$ cat config.mk
export PLATFORM = sky130hd
export DESIGN_NAME = fft_seq_ctrl_flat
export DESIGN_NICKNAME = d
export VERILOG_FILES = /design/src/rtl/fft_seq_ctrl_if.sv /design/src/rtl/fft_seq_ctrl.sv /design/src/flat_wrapper.sv
export SDC_FILE = /design/constraint.sdc
export NUM_CORES = 1
export LEC_CHECK = 0
export BUFFER_PORTS_ARGS = -buffer_cell sky130_fd_sc_hd__clkbuf_2
export CORE_MARGIN = 4
export CORE_UTILIZATION = 45
export DETAILED_ROUTE_END_ITERATION = 10
export PLACE_DENSITY = 0.68
export SLEW_MARGIN = 30
export SYNTH_ARGS = -nofsm -noshare
export SYNTH_HDL_FRONTEND = slang
export SYNTH_SLANG_ARGS = --single-unit
export TNS_END_PERCENT = 5
$ cat constraint.sdc
create_clock -name clk -period 1.9 [get_ports clk]
set_input_delay 0.095 -clock clk [delete_from_list [all_inputs] [get_ports clk]]
set_output_delay 0.095 -clock clk [all_outputs]
set_load 0.05 [all_outputs]
$ cat src/rtl/fft_seq_ctrl_if.sv
// rtl/fft_seq_ctrl_if.sv - stream, buffer and butterfly signals of the FFT sequencer
// master drives start/samples/consumer-ready; slave is the sequencer itself.
interface fft_seq_ctrl_if #(
  parameter int LOG2N = 3
);
  logic             start;
  logic             inverse;
  logic             in_valid;
  logic             in_ready;
  logic             load_we;
  logic [LOG2N-1:0] load_addr;
  logic             bf_issue;
  logic [LOG2N-1:0] bf_a_addr;
  logic [LOG2N-1:0] bf_b_addr;
  logic [LOG2N-2:0] tw_addr;
  logic             tw_conj;
  logic             out_valid;
  logic             out_ready;
  logic [LOG2N-1:0] out_addr;
  logic             busy;
  logic             done;

  modport master (
    output start, inverse, in_valid, out_ready,
    input  in_ready, load_we, load_addr, bf_issue, bf_a_addr, bf_b_addr,
           tw_addr, tw_conj, out_valid, out_addr, busy, done
  );

  modport slave (
    input  start, inverse, in_valid, out_ready,
    output in_ready, load_we, load_addr, bf_issue, bf_a_addr, bf_b_addr,
           tw_addr, tw_conj, out_valid, out_addr, busy, done
  );
endinterface

$ cat src/rtl/fft_seq_ctrl.sv
// rtl/fft_seq_ctrl.sv - in-place radix-2 DIT FFT sequencer
// Loads bit-reversed, issues all butterflies stage by stage with a LAT-cycle drain, then streams out.
module fft_seq_ctrl #(
  parameter int LOG2N = 3,
  parameter int LAT   = 7
) (
  input  logic           clk,
  input  logic           rst_n,
  fft_seq_ctrl_if.slave  io
);
  localparam int SW = $clog2(LOG2N);
  localparam int DW = $clog2(LAT + 1);
  localparam logic [SW-1:0] LAST_S    = SW'(LOG2N - 1);
  localparam logic [DW-1:0] DRAIN_END = DW'(LAT - 1);

  typedef enum logic [2:0] {IDLE, LOAD, ISSUE, DRAIN, OUT} state_t;

  state_t           state;
  logic [LOG2N-1:0] cnt;
  logic [LOG2N-2:0] k;
  logic [SW-1:0]    s;
  logic [DW-1:0]    dcnt;
  logic             in_ready_q, bf_issue_q, out_valid_q, busy_q, done_q, tw_conj_q;
  logic [LOG2N-1:0] load_addr_q, a_q, b_q, out_addr_q;
  logic [LOG2N-2:0] tw_q;

  function automatic logic [LOG2N-1:0] bitrev(input logic [LOG2N-1:0] x);
    logic [LOG2N-1:0] r;
    for (int i = 0; i < LOG2N; i++) r[i] = x[LOG2N-1-i];
    return r;
  endfunction

  function automatic logic [LOG2N-1:0] low_mask(input logic [SW-1:0] st);
    return (LOG2N'(1) << st) - LOG2N'(1);
  endfunction

  // Operand a is k with a zero bit inserted at position s; b sets that bit.
  function automatic logic [LOG2N-1:0] op_a(input logic [SW-1:0] st, input logic [LOG2N-2:0] kk);
    logic [LOG2N-1:0] kx;
    kx = {1'b0, kk};
    return ((kx & ~low_mask(st)) << 1) | (kx & low_mask(st));
  endfunction

  function automatic logic [LOG2N-1:0] op_b(input logic [SW-1:0] st, input logic [LOG2N-2:0] kk);
    return op_a(st, kk) | (LOG2N'(1) << st);
  endfunction

  function automatic logic [LOG2N-2:0] tw_idx(input logic [SW-1:0] st, input logic [LOG2N-2:0] kk);
    logic [LOG2N-1:0] t;
    t = ({1'b0, kk} & low_mask(st)) << (LAST_S - st);
    return t[LOG2N-2:0];
  endfunction

  always_ff @(posedge clk or negedge rst_n) begin
    if (!rst_n) begin
      state       <= IDLE;
      cnt         <= '0;
      k           <= '0;
      s           <= '0;
      dcnt        <= '0;
      in_ready_q  <= 1'b0;
      bf_issue_q  <= 1'b0;
      out_valid_q <= 1'b0;
      busy_q      <= 1'b0;
      done_q      <= 1'b0;
      tw_conj_q   <= 1'b0;
      load_addr_q <= '0;
      a_q         <= '0;
      b_q         <= '0;
      tw_q        <= '0;
      out_addr_q  <= '0;
    end else begin
      done_q <= 1'b0;
      unique case (state)
        IDLE: if (io.start) begin
          state       <= LOAD;
          tw_conj_q   <= io.inverse;
          cnt         <= '0;
          k           <= '0;
          s           <= '0;
          dcnt        <= '0;
          in_ready_q  <= 1'b1;
          busy_q      <= 1'b1;
          load_addr_q <= '0;
        end
        LOAD: if (io.in_valid) begin
          if (cnt == '1) begin
            state       <= ISSUE;
            cnt         <= '0;
            in_ready_q  <= 1'b0;
            load_addr_q <= '0;
            bf_issue_q  <= 1'b1;
            a_q         <= op_a('0, '0);
            b_q         <= op_b('0, '0);
            tw_q        <= tw_idx('0, '0);
          end else begin
            cnt         <= cnt + 1'b1;
            load_addr_q <= bitrev(cnt + 1'b1);
          end
        end
        ISSUE: if (k == '1) begin
          state      <= DRAIN;
          bf_issue_q <= 1'b0;
          dcnt       <= '0;
        end else begin
          k    <= k + 1'b1;
          a_q  <= op_a(s, k + 1'b1);
          b_q  <= op_b(s, k + 1'b1);
          tw_q <= tw_idx(s, k + 1'b1);
        end
        // The last writeback of the stage lands in the final drain cycle.
        DRAIN: if (dcnt == DRAIN_END) begin
          if (s == LAST_S) begin
            state       <= OUT;
            out_valid_q <= 1'b1;
            out_addr_q  <= '0;
            cnt         <= '0;
          end else begin
            state      <= ISSUE;
            s          <= s + 1'b1;
            k          <= '0;
            bf_issue_q <= 1'b1;
            a_q        <= op_a(s + 1'b1, '0);
            b_q        <= op_b(s + 1'b1, '0);
            tw_q       <= tw_idx(s + 1'b1, '0);
          end
        end else begin
          dcnt <= dcnt + 1'b1;
        end
        OUT: if (io.out_ready) begin
          if (cnt == '1) begin
            state       <= IDLE;
            cnt         <= '0;
            out_valid_q <= 1'b0;
            out_addr_q  <= '0;
            busy_q      <= 1'b0;
            done_q      <= 1'b1;
          end else begin
            cnt        <= cnt + 1'b1;
            out_addr_q <= cnt + 1'b1;
          end
        end
        default: state <= IDLE;
      endcase
    end
  end

  assign io.in_ready  = in_ready_q;
  assign io.load_we   = io.in_valid & in_ready_q;
  assign io.load_addr = load_addr_q;
  assign io.bf_issue  = bf_issue_q;
  assign io.bf_a_addr = a_q;
  assign io.bf_b_addr = b_q;
  assign io.tw_addr   = tw_q;
  assign io.tw_conj   = tw_conj_q;
  assign io.out_valid = out_valid_q;
  assign io.out_addr  = out_addr_q;
  assign io.busy      = busy_q;
  assign io.done      = done_q;
endmodule

$ cat src/flat_wrapper.sv
// flat-port wrapper written by rule: the top's interface ports become plain ports
module fft_seq_ctrl_flat 
#(
  parameter int LOG2N = 3,
  parameter int LAT   = 7
)
  (clk, rst_n, io_start, io_inverse, io_in_valid, io_out_ready, io_in_ready, io_load_we, io_load_addr, io_bf_issue, io_bf_a_addr, io_bf_b_addr, io_tw_addr, io_tw_conj, io_out_valid, io_out_addr, io_busy, io_done);
  fft_seq_ctrl_if #(.LOG2N(LOG2N)) io_i ();
  input  logic clk;
  input  logic rst_n;
  input wire logic [$bits(io_i.start)-1:0] io_start;
  input wire logic [$bits(io_i.inverse)-1:0] io_inverse;
  input wire logic [$bits(io_i.in_valid)-1:0] io_in_valid;
  input wire logic [$bits(io_i.out_ready)-1:0] io_out_ready;
  output wire logic [$bits(io_i.in_ready)-1:0] io_in_ready;
  output wire logic [$bits(io_i.load_we)-1:0] io_load_we;
  output wire logic [$bits(io_i.load_addr)-1:0] io_load_addr;
  output wire logic [$bits(io_i.bf_issue)-1:0] io_bf_issue;
  output wire logic [$bits(io_i.bf_a_addr)-1:0] io_bf_a_addr;
  output wire logic [$bits(io_i.bf_b_addr)-1:0] io_bf_b_addr;
  output wire logic [$bits(io_i.tw_addr)-1:0] io_tw_addr;
  output wire logic [$bits(io_i.tw_conj)-1:0] io_tw_conj;
  output wire logic [$bits(io_i.out_valid)-1:0] io_out_valid;
  output wire logic [$bits(io_i.out_addr)-1:0] io_out_addr;
  output wire logic [$bits(io_i.busy)-1:0] io_busy;
  output wire logic [$bits(io_i.done)-1:0] io_done;
  assign io_i.start = io_start;
  assign io_i.inverse = io_inverse;
  assign io_i.in_valid = io_in_valid;
  assign io_i.out_ready = io_out_ready;
  assign io_in_ready = io_i.in_ready;
  assign io_load_we = io_i.load_we;
  assign io_load_addr = io_i.load_addr;
  assign io_bf_issue = io_i.bf_issue;
  assign io_bf_a_addr = io_i.bf_a_addr;
  assign io_bf_b_addr = io_i.bf_b_addr;
  assign io_tw_addr = io_i.tw_addr;
  assign io_tw_conj = io_i.tw_conj;
  assign io_out_valid = io_i.out_valid;
  assign io_out_addr = io_i.out_addr;
  assign io_busy = io_i.busy;
  assign io_done = io_i.done;
  fft_seq_ctrl #(.LOG2N(LOG2N), .LAT(LAT)) u_core (.clk(clk), .rst_n(rst_n), .io(io_i));
endmodule
==> results.py <==
metrics = {
    "run_status": {
        "status": "completed",
    },
    "power_and_ir_drop": {
        "power_density_mw_per_mm2": 1700,
        "ir_drop_mv": 1.07,
        "total_power_mw": 3.82,
        "p_leak_nw": 1.09,
    },
    "floorplanning": {
        "start_util": 0.467,
        "rows": 23,
        "die_y_um": 72.4,
        "fp.dieArea_mm2": 0.00524,
        "core_area_mm2": 0.00400,
        "die_w_um": 72.4,
        "pin_count": 27,
    },
    "global_route": {
        "grt_pass1_vias": 1452,
        "groute.usage.overall": 0.166,
        "grt_start_max_net_pins": 34,
        "grt_pass1_wl_mm": 6.84,
        "overflow": 0,
        "grt_antenna_before_repair": 0,
    },
    "drt": {
        "vias_per_cell": 5.28,
        "final_antenna_net_count": 0,
        "drt_iter0_drc": 67,
        "top_layer_used": "met4",
        "drt-total-wl_mm": 3.85,
        "wl_per_cell_um": 14.1,
        "drc_errors": 0,
        "dr.pass1.iters": 4,
        "wl_met3_um": 146,
        "routed-wl-met2_mm": 1.83,
        "wl_met1_mm": 1.82,
        "num_vias": 1441,
    },
    "final_layout": {
        "final_common_cell": "dfrtp_1",
        "num-fill-cells": 378,
        "drive_gt1_frac": 0.265,
        "layout_common_cells": "dfrtp_1 (33), clkbuf_2 (26), nand2_1 (21)",
        "finalNetCount": 240,
        "final_util": 0.561,
        "n_antenna_cell": 0,
        "area_growth_pct": 20.2,
    },
    "sta": {
        "setup_slack_ps": 100,
        "slew_viol_final": 0,
        "fin_crit_sh": 0.947,
        "hold_viol": 0,
        "worstMarginPinSlew_ps": 840,
        "max_freq_ghz": 0.556,
        "setup_violations": 0,
        "min_period_ps": 1800,
        "slew_headroom": 0.440,
        "fin_skew_ps": 5.89,
    },
    "setup_path": {
        "crit_arrival_ps": 1970,
        "start_kind": "flop",
        "critPathKind": "flop to flop",
        "slowest_stage": "dfrtp_1",
        "crit_chain": "inv_1 > ha_2 > nand3_1 > a31oi_2 > o21a_1 > buf_12 > mux2_1",
        "cp_max_fo": 8,
        "crit_buf_inv": 2,
        "slowest_delay_ps": 400,
        "end_kind": "flop",
        "required_ps": 2070,
        "crit_family": "compound AO/OA/AOI/OAI gates",
    },
    "logic_synthesis": {
        "ys_seq_elements": 33,
        "syn_area_per_cell_um2": 10.3,
        "ys_warn_count": 0,
        "yosysUniqueCellTypes": 45,
        "syn-cell-area_mm2": 0.00187,
        "synth_area_leaders": "dfrtp_1 (44%), ha_1 (7.4%), mux2i_1 (5.4%)",
        "synth_largest_area_cell": "dfrtp_1",
        "synth_nets": 198,
        "synth_seq_area_share": 0.442,
        "yosysTopAreaCellShare": 0.442,
        "synthCells": 181,
    },
    "clock_network": {
        "clock_latency_ps": 280,
        "cts_sinks": 33,
        "cts_tree": "built",
        "cts_max_level": 2,
        "cts_root_buf": "clkbuf_8",
        "cts_max_path_buffers": 2,
        "numCtsBuffers": 5,
        "clk_pin_slew_ps": 70,
    },
    "flow_run": {
        "drv_cap": 0,
    },
    "place": {
        "place.gp.congestion": 0.793,
        "place_ws_ps": 82.0,
        "dp_hpwl_mm": 2.83,
        "io_buffer_count": 26,
    },
    "worst_hold_path": {
        "hold_path_class": "input port to flop",
    },
}
==> registers in the layout, summed over array words and instances (netlist names), 2 cells and up <==
| signal | cells |
|---|---|
| u_core.k | 2 |
| u_core.io.out_addr | 3 |
| u_core.io.bf_a_addr | 3 |
| u_core.io.tw_addr | 2 |
| u_core.state | 3 |
| u_core.io.bf_b_addr | 3 |
| u_core.cnt | 3 |
| u_core.dcnt | 3 |
| u_core.io.load_addr | 3 |
| u_core.s | 2 |
==> logic make-up after synthesis <==
kind of cell               Yosys count  synth area share
and+or+nand+nor                     61             0.186
AOI/OAI and AO/OA                   36             0.126
DFF                                 33             0.442
muxes                               20             0.114
buffers and inverters               18            0.0483
adders and majority gates           11            0.0737
xor gates and xnor gates             2           0.00939
==> Yosys cell counts (all sizes together) <==
cell type  number
dfrtp          33
o41ai           1
nand2b          4
inv            11
mux2i          10
o2bb2ai         2
nand4bb         1
buf             7
nand4b          1
a21o            2
xnor2           1
a21oi          12
a31oi           1
mux2           10
nor3            5
or3b            2
ha             11
nor4            1
nor3b           3
a31o            1
nor2b           2
xor2            1
nand2          21
o22ai           2
o31ai           1
and3            1
nor2            8
a22o            2
nor4b           1
o21ai           8
or3             2
o21a            3
o311ai          1
nand3           4
and2            1
nand3b          4
==> per-layer routing <==
layer,GRT usage,vias to the layer above
li1,-,720
met1,0.221,689
met2,0.263,24
met3,0.0429,8
met4,0.0553,0
met5,0,-
==> stage by stage <==
| stage | TNS [ps] | cell area [µm²] | instances | hold WS [ps] |
|---|---|---|---|---|
| floorplan | 0 | 1870 | 181 | -201 |
| global placement | 0 | 2120 | 263 | 234 |
| detailed placement | 0 | 2120 | 263 | 244 |
| CTS | 0 | 2230 | 272 | 125 |
| global route | -26.7 | 2240 | 273 | 156 |
| finish | 0 | 2240 | 273 | 137 |
==> path summary, 6_finish.rpt <==
path	start	to	slack [ps]	cells after the start
worst max-delay path	u_core.dcnt[0]$_DFFE_PN0P_	u_core.io.bf_a_addr[0]$_DFFE_PN0P_	100	7
worst min-delay path	io_in_valid	u_core.state[1]$_DFFE_PN0P_	140	3
worst max register to register	u_core.dcnt[0]$_DFFE_PN0P_	u_core.io.bf_a_addr[0]$_DFFE_PN0P_	100	7
worst min register to register	u_core.io.tw_conj$_DFFE_PN0P_	u_core.io.tw_conj$_DFFE_PN0P_	480	2
max in group asynchronous	rst_n	u_core.s[1]$_DFFE_PN0P_	920	2
min in group asynchronous	rst_n	u_core.io.bf_b_addr[2]$_DFFE_PN0P_	440	2
==> worst min-delay path: cells and delay by family <==
kind | cells | cell delay [ps]
buf+inv | 1 | 130
compound gates | 1 | 60
simple gates | 1 | 90
==> timing repair <==
| item | 4_1_cts | 5_1_grt |
|---|---|---|
| gates resized for setup | 0 | 2 |
| hold buffers | 2 | 0 |
| hold endpoints to repair | 34 | 0 |
| setup endpoints to repair | 0 | 7 |
| buffers inserted | 0 | 1 |
==> power breakdown <==
group | leakage, nW | switching (mW) | total, mW | internal (mW)
logic | 0.633 | 1.32 | 2.12 | 0.801
registers | 0.413 | 0.207 | 1.16 | 0.954
clock network | 0.0443 | 0.245 | 0.532 | 0.287
total | 1.09 | 1.77 | 3.82 | 2.04
==> area by class of cell <==
| type | count | area (µm²) | share of cell area |
|---|---|---|---|
| Tap cell | 50 | 62.6 | 0.0279 |
| Inverter | 11 | 41.3 | 0.0184 |
| Timing Repair Buffer | 42 | 268 | 0.119 |
| Multi-Input combinational cell | 130 | 960 | 0.428 |
| Sequential cell | 33 | 826 | 0.368 |
| Clock buffer | 7 | 86.3 | 0.0385 |
Note: power is estimated with default switching activity, not from simulation.
